$ cat src/rtl/ansi_term_writer.sv
// Terminal byte-stream interpreter: printable chars, CR/LF/BS and a CSI subset
// (SGR colour, cursor position, erase) turned into character-RAM write cycles.
module ansi_term_writer #(
  parameter int COLS = 80,
  parameter int ROWS = 30
) (
  input  logic        clk,
  input  logic        rst,
  input  logic [7:0]  i_data,
  input  logic        i_valid,
  output logic        o_ready,
  output logic [12:0] o_address,
  output logic [7:0]  o_data,
  output logic        o_we,
  output logic [2:0]  o_fg,
  output logic [4:0]  o_cur_row,
  output logic [6:0]  o_cur_col
);

  localparam logic [6:0] LastCol  = 7'(COLS - 1);
  localparam logic [4:0] LastRow  = 5'(ROWS - 1);
  localparam logic [7:0] ColsByte = 8'(COLS);
  localparam logic [7:0] RowsByte = 8'(ROWS);

  typedef enum logic [1:0] {IDLE, ESC, CSI, CLEAR} state_t;

  state_t      state_q, state_d;
  logic [4:0]  row_q, row_d;
  logic [6:0]  col_q, col_d;
  logic [4:0]  clrRow_q, clrRow_d;
  logic [6:0]  clrCol_q, clrCol_d;
  logic [4:0]  clrLastRow_q, clrLastRow_d;
  logic [2:0]  fg_q, fg_d;
  logic [7:0]  p0_q, p0_d;
  logic [7:0]  p1_q, p1_d;
  logic        sel_q, sel_d;
  logic        p1Seen_q, p1Seen_d;
  logic        we_q, we_d;
  logic [12:0] addr_q, addr_d;
  logic [7:0]  data_q, data_d;
  logic        ready_q, ready_d;

  logic        accept;
  logic        isPrint;
  logic        isDigit;
  logic [4:0]  nextRow;

  assign accept  = i_valid && ready_q;
  assign isPrint = (i_data >= 8'h20) && (i_data <= 8'h7E);
  assign isDigit = (i_data >= 8'h30) && (i_data <= 8'h39);
  // No scrolling: the row after the last one is row 0 again.
  assign nextRow = (row_q == LastRow) ? 5'd0 : row_q + 5'd1;

  function automatic logic [7:0] accumDigit(input logic [7:0] p, input logic [7:0] ch);
    logic [11:0] t;
    t = ({4'd0, p} * 12'd10) + {4'd0, ch - 8'h30};
    return (t > 12'd255) ? 8'hFF : t[7:0];
  endfunction

  function automatic logic [2:0] sgrColour(input logic [2:0] cur, input logic [7:0] p);
    if (p == 8'd0) return 3'b111;
    else if ((p >= 8'd30) && (p <= 8'd37)) return 3'(p - 8'd30);
    else return cur;
  endfunction

  function automatic logic [4:0] clampRow(input logic [7:0] p);
    if (p == 8'd0) return 5'd0;
    else if (p >= RowsByte) return LastRow;
    else return 5'(p - 8'd1);
  endfunction

  function automatic logic [6:0] clampCol(input logic [7:0] p);
    if (p == 8'd0) return 7'd0;
    else if (p >= ColsByte) return LastCol;
    else return 7'(p - 8'd1);
  endfunction

  always_ff @(posedge clk or posedge rst) begin
    if (rst) begin
      state_q      <= IDLE;
      row_q        <= '0;
      col_q        <= '0;
      clrRow_q     <= '0;
      clrCol_q     <= '0;
      clrLastRow_q <= '0;
      fg_q         <= 3'b111;
      p0_q         <= '0;
      p1_q         <= '0;
      sel_q        <= 1'b0;
      p1Seen_q     <= 1'b0;
      we_q         <= 1'b0;
      addr_q       <= '0;
      data_q       <= '0;
      ready_q      <= 1'b1;
    end else begin
      state_q      <= state_d;
      row_q        <= row_d;
      col_q        <= col_d;
      clrRow_q     <= clrRow_d;
      clrCol_q     <= clrCol_d;
      clrLastRow_q <= clrLastRow_d;
      fg_q         <= fg_d;
      p0_q         <= p0_d;
      p1_q         <= p1_d;
      sel_q        <= sel_d;
      p1Seen_q     <= p1Seen_d;
      we_q         <= we_d;
      addr_q       <= addr_d;
      data_q       <= data_d;
      ready_q      <= ready_d;
    end
  end

  always_comb begin
    state_d      = state_q;
    row_d        = row_q;
    col_d        = col_q;
    clrRow_d     = clrRow_q;
    clrCol_d     = clrCol_q;
    clrLastRow_d = clrLastRow_q;
    fg_d         = fg_q;
    p0_d         = p0_q;
    p1_d         = p1_q;
    sel_d        = sel_q;
    p1Seen_d     = p1Seen_q;
    we_d         = 1'b0;
    addr_d       = addr_q;
    data_d       = data_q;

    unique case (state_q)
      IDLE: begin
        if (accept) begin
          if (isPrint) begin
            we_d   = 1'b1;
            addr_d = {1'b0, row_q, col_q};
            data_d = i_data;
            if (col_q == LastCol) begin
              col_d        = 7'd0;
              row_d        = nextRow;
              clrRow_d     = nextRow;
              clrCol_d     = 7'd0;
              clrLastRow_d = nextRow;
              state_d      = CLEAR;
            end else begin
              col_d = col_q + 7'd1;
            end
          end else if (i_data == 8'h0D) begin
            col_d = 7'd0;
          end else if (i_data == 8'h0A) begin
            row_d        = nextRow;
            clrRow_d     = nextRow;
            clrCol_d     = 7'd0;
            clrLastRow_d = nextRow;
            state_d      = CLEAR;
          end else if (i_data == 8'h08) begin
            if (col_q != 7'd0) col_d = col_q - 7'd1;
          end else if (i_data == 8'h1B) begin
            state_d = ESC;
          end
        end
      end

      ESC: begin
        if (accept) begin
          if (i_data == 8'h5B) begin
            state_d  = CSI;
            p0_d     = '0;
            p1_d     = '0;
            sel_d    = 1'b0;
            p1Seen_d = 1'b0;
          end else begin
            state_d = IDLE;
          end
        end
      end

      CSI: begin
        if (accept) begin
          if (isDigit) begin
            if (sel_q) begin
              p1_d     = accumDigit(p1_q, i_data);
              p1Seen_d = 1'b1;
            end else begin
              p0_d = accumDigit(p0_q, i_data);
            end
          end else if (i_data == 8'h3B) begin
            sel_d = 1'b1;
          end else if (i_data == 8'h1B) begin
            state_d = ESC;
          end else if ((i_data >= 8'h40) && (i_data <= 8'h7E)) begin
            state_d = IDLE;
            // p0 always counts (absent reads as 0); p1 only if digits were given.
            case (i_data)
              8'h6D: begin
                fg_d = sgrColour(fg_q, p0_q);
                if (p1Seen_q) fg_d = sgrColour(fg_d, p1_q);
              end
              8'h48: begin
                row_d = clampRow(p0_q);
                col_d = clampCol(p1_q);
              end
              8'h4A: begin
                if (p0_q == 8'd2) begin
                  clrRow_d     = 5'd0;
                  clrCol_d     = 7'd0;
                  clrLastRow_d = LastRow;
                  state_d      = CLEAR;
                end
              end
              8'h4B: begin
                clrRow_d     = row_q;
                clrCol_d     = col_q;
                clrLastRow_d = row_q;
                state_d      = CLEAR;
              end
              default: ;
            endcase
          end else begin
            state_d = IDLE;
          end
        end
      end

      CLEAR: begin
        we_d   = 1'b1;
        addr_d = {1'b0, clrRow_q, clrCol_q};
        data_d = 8'h20;
        if (clrCol_q == LastCol) begin
          clrCol_d = 7'd0;
          if (clrRow_q == clrLastRow_q) state_d = IDLE;
          else clrRow_d = clrRow_q + 5'd1;
        end else begin
          clrCol_d = clrCol_q + 7'd1;
        end
      end

      default: state_d = IDLE;
    endcase

    ready_d = (state_d != CLEAR);
  end

  assign o_ready   = ready_q;
  assign o_address = addr_q;
  assign o_data    = data_q;
  assign o_we      = we_q;
  assign o_fg      = fg_q;
  assign o_cur_row = row_q;
  assign o_cur_col = col_q;

endmodule

$ cat config.mk
export PLATFORM = sky130hd
export DESIGN_NAME = ansi_term_writer
export DESIGN_NICKNAME = d
export VERILOG_FILES = /design/src/rtl/ansi_term_writer.sv
export SDC_FILE = /design/constraint.sdc
export NUM_CORES = 1
export LEC_CHECK = 0
export CAP_MARGIN = 20
export CORE_AREA = 2 2 103 105
export CTS_BUF_LIST = sky130_fd_sc_hd__clkbuf_8
export DETAILED_ROUTE_END_ITERATION = 16
export DIE_AREA = 0 0 105 107
export GPL_TIMING_DRIVEN = 0
export PLACE_DENSITY = 0.84
export SLEW_MARGIN = 10
export SYNTH_ARGS = -nofsm -noshare
export SYNTH_HDL_FRONTEND = slang
export SYNTH_SLANG_ARGS = --single-unit
$ cat constraint.sdc
create_clock -name clk -period 9.54 [get_ports clk]
set_input_delay 1.431 -clock clk [delete_from_list [all_inputs] [get_ports clk]]
set_output_delay 1.431 -clock clk [all_outputs]
set_load 0.005 [all_outputs]
==> results.json <==
{
  "start_util_pct": 61.7,
  "total_power_mw": 2.44,
  "setup_tns_ps": 0,
  "synthArstFlopShare_pct": 100,
  "layout_setup_ws_ps": 5100,
  "fmax_mhz": 225,
  "core_area_um2": 10100,
  "syn-cell-area_um2": 6230,
  "p_leak_nw": 3.14,
  "die_x_um": 105,
  "htreeDepth": 3,
  "synthTopCellsByArea": "dfrtp_1 28%, ha_1 13%, mux2_2 6.1%",
  "drtIter0Drc": 403,
  "path_class": "in -> reg",
  "hpwl_um": 12300,
  "critPathCaptureType": "register",
  "synthDistinctLibCells": 75,
  "first_pass_iters": 8,
  "rows": 37,
  "cts_tree": "yes",
  "place_ws_ps": 4760,
  "clockBufferDepth": 2,
  "worst_pin_slew_ps": 669,
  "path_clk_slew_ps": 80,
  "synth_cells": 692,
  "grt_util_all_layers_pct": 29.6,
  "drive_gt1_share_pct": 10.9,
  "slew_headroom_pct": 55.4,
  "cts.sinks": 74,
  "numCtsBuffers": 9,
  "syn-num-nets": 771,
  "yosysTopAreaCellShare_pct": 28.1,
  "setup-violations-final": 0,
  "slew_violations": 0,
  "io_buffers": 45,
  "antenna_found_initial": 0,
  "grtUsageMet3_pct": 3.47,
  "grt_max_degree": 43,
  "regArea_um2": 1860,
  "post_cts_buffers": 0,
  "critPathLaunchType": "input port",
  "synth-main-ff-cell": "dfrtp_1",
  "io_pins": 49,
  "ys_warn_count": 0,
  "grt_pass1_wl_um": 26600,
  "avgSynthCellArea_um2": 9.00,
  "post-route-period-util_pct": 46.5,
  "met1_usage_pct": 37.4,
  "vdd.ir_drop.worst_mv": 0.237,
  "crit_arrival_ps": 4660,
  "via_count": 5655,
  "clock_latency_ps": 370,
  "grt-ovfl-total": 0,
  "crit_fanout": 8,
  "cp_data_required_time_ps": 9770,
  "syn_to_final_growth_pct": 13.6,
  "top_usage_layer": "met2",
  "hold_buffers": 0,
  "rsz0062_at_grt": "false",
  "holdCritPathClass": "reg -> reg",
  "cts_root_buffer": "clkbuf_8",
  "period_needed_ps": 4440,
  "yosysSeqAreaShare_pct": 29.8,
  "ys_seq_elements": 74,
  "maxCapViolCount": 0,
  "multiInputGateArea_um2": 4080,
  "met2_usage_pct": 51.0,
  "viasPerCell": 6.35,
  "die_area_um2": 11200,
  "ant_nets": 0,
  "diodes": 0,
  "gp_congestion": 0.954,
  "cts_resized": 0,
  "grt_pass1_vias": 5495,
  "skew_ps": 11.7,
  "die_h_um": 107,
  "synth_edf_count": 0,
  "hold_viol": 0,
  "power_density_nw_per_um2": 344,
  "wirelength_um": 16200,
  "drcViolationCount": 0,
  "wl_per_cell_um": 18.2,
  "final_nets": 828,
  "synth.largest_area_cell": "dfrtp_1",
  "status": "finished, final reports clean",
  "n_fill_cell": 806
}
[cells by family (layout without fill, tap and decap cells)]
kind of cell             count (synthesis)  in the layout  synth area share [%]
AO/OA/AOI/OAI                          216            216                  23.6
AND/OR/NAND/NOR                        199            199                  16.4
flip-flops                              74             74                  29.8
adder cells (fa/ha/maj)                 68             68                  14.1
buffers and inverters                   65            127                  4.64
multiplexers                            37             37                  6.83
XOR/XNOR                                32             32                  4.50
other                                    1              1                0.0602
[cells in the final DEF (no fill, tap or decap), types with 25 or more instances in the layout]
master	synthesis	layout
dfrtp_1	70	70
a21oi_1	69	69
ha_1	64	64
nand2_1	60	60
clkdlybuf4s50_1	0	45
o21ai_0	41	41
nor2_1	37	37
inv_1	34	35
mux2_2	34	34
nand3_1	25	25
[path summary, 6_finish.rpt]
kind,slack [ps],cells after the start,to,startpoint
setup / recovery,5100,10,p0_q[4],i_data[4]
hold / removal,490,1,o_data[7],o_data[7]
setup reg to reg,5910,10,p0_q[4],p0_q[1]
hold reg to reg,490,1,o_data[7],o_data[7]
max in group asynchronous,7500,3,o_ready,rst
min in group asynchronous,1410,2,o_data[5],rst
[sequential cells by signal (all words and copies together) (netlist names)]
name          flops
clrCol_q          7
clrLastRow_q      5
clrRow_q          5
o_address        12
o_cur_col         7
o_cur_row         5
o_data            8
o_fg              3
o_ready           1
o_we              1
p0_q              8
p1Seen_q          1
p1_q              8
sel_q             1
state_q           2
[metrics by stage]
stage | cell area, um2 | hold slack [ps] | cells | util [%]
finish | 7080 | 489 | 890 | 70.1
global route | 7080 | 520 | 890 | 70.1
CTS | 7080 | 492 | 890 | 70.1
detailed placement | 6870 | 473 | 874 | 68.1
global placement | 6850 | 473 | 873 | 67.9
floorplan | 6230 | 471 | 692 | -
[power by group]
part / internal [mW] / switching, mW
logic: 0.721 / 0.850
registers: 0.446 / 0.162
clock network: 0.134 / 0.121
total: 1.30 / 1.13
[cells in the mapped netlist, types with 5 or more instances]
master	n
dfrtp_1	70
a21oi_1	69
ha_1	64
nand2_1	60
o21ai_0	41
nor2_1	37
inv_1	34
mux2_2	34
nand3_1	25
clkbuf_1	20
xor2_1	19
nor3_1	14
xnor2_1	13
and3_1	10
a211oi_1	9
a21o_1	9
o21a_1	8
a22o_1	7
a22oi_1	7
a31oi_1	7
and2_1	6
nand2b_1	6
o211ai_1	6
o21bai_1	6
a211o_1	5
[routing by layer]
metal,vias up,routed length [um]
met4,0,454
met1,2741,6890
met5,-,0
met3,39,787
met2,206,8070
li1,2669,-
[worst max-delay path, stage by stage]
cell,delay (ps)
clkdlybuf4s50_1,640
inv_1,190
ha_1,400
ha_1,350
o21ai_0,110
o21bai_1,90
a21oi_1,220
or4bb_1,550
a2111oi_4,530
a21oi_1,140
[final cells by class]
type,count,share of cell area [%]
Timing Repair Buffer,46,6.65
Clock buffer,11,2.14
Clock inverter,5,0.778
Sequential cell,74,26.2
Tap cell,136,2.40
Buffer,31,2.28
Inverter,34,1.84
Multi-Input combinational cell,553,57.7
No activity file was read; power rests on OpenSTA's default activity.
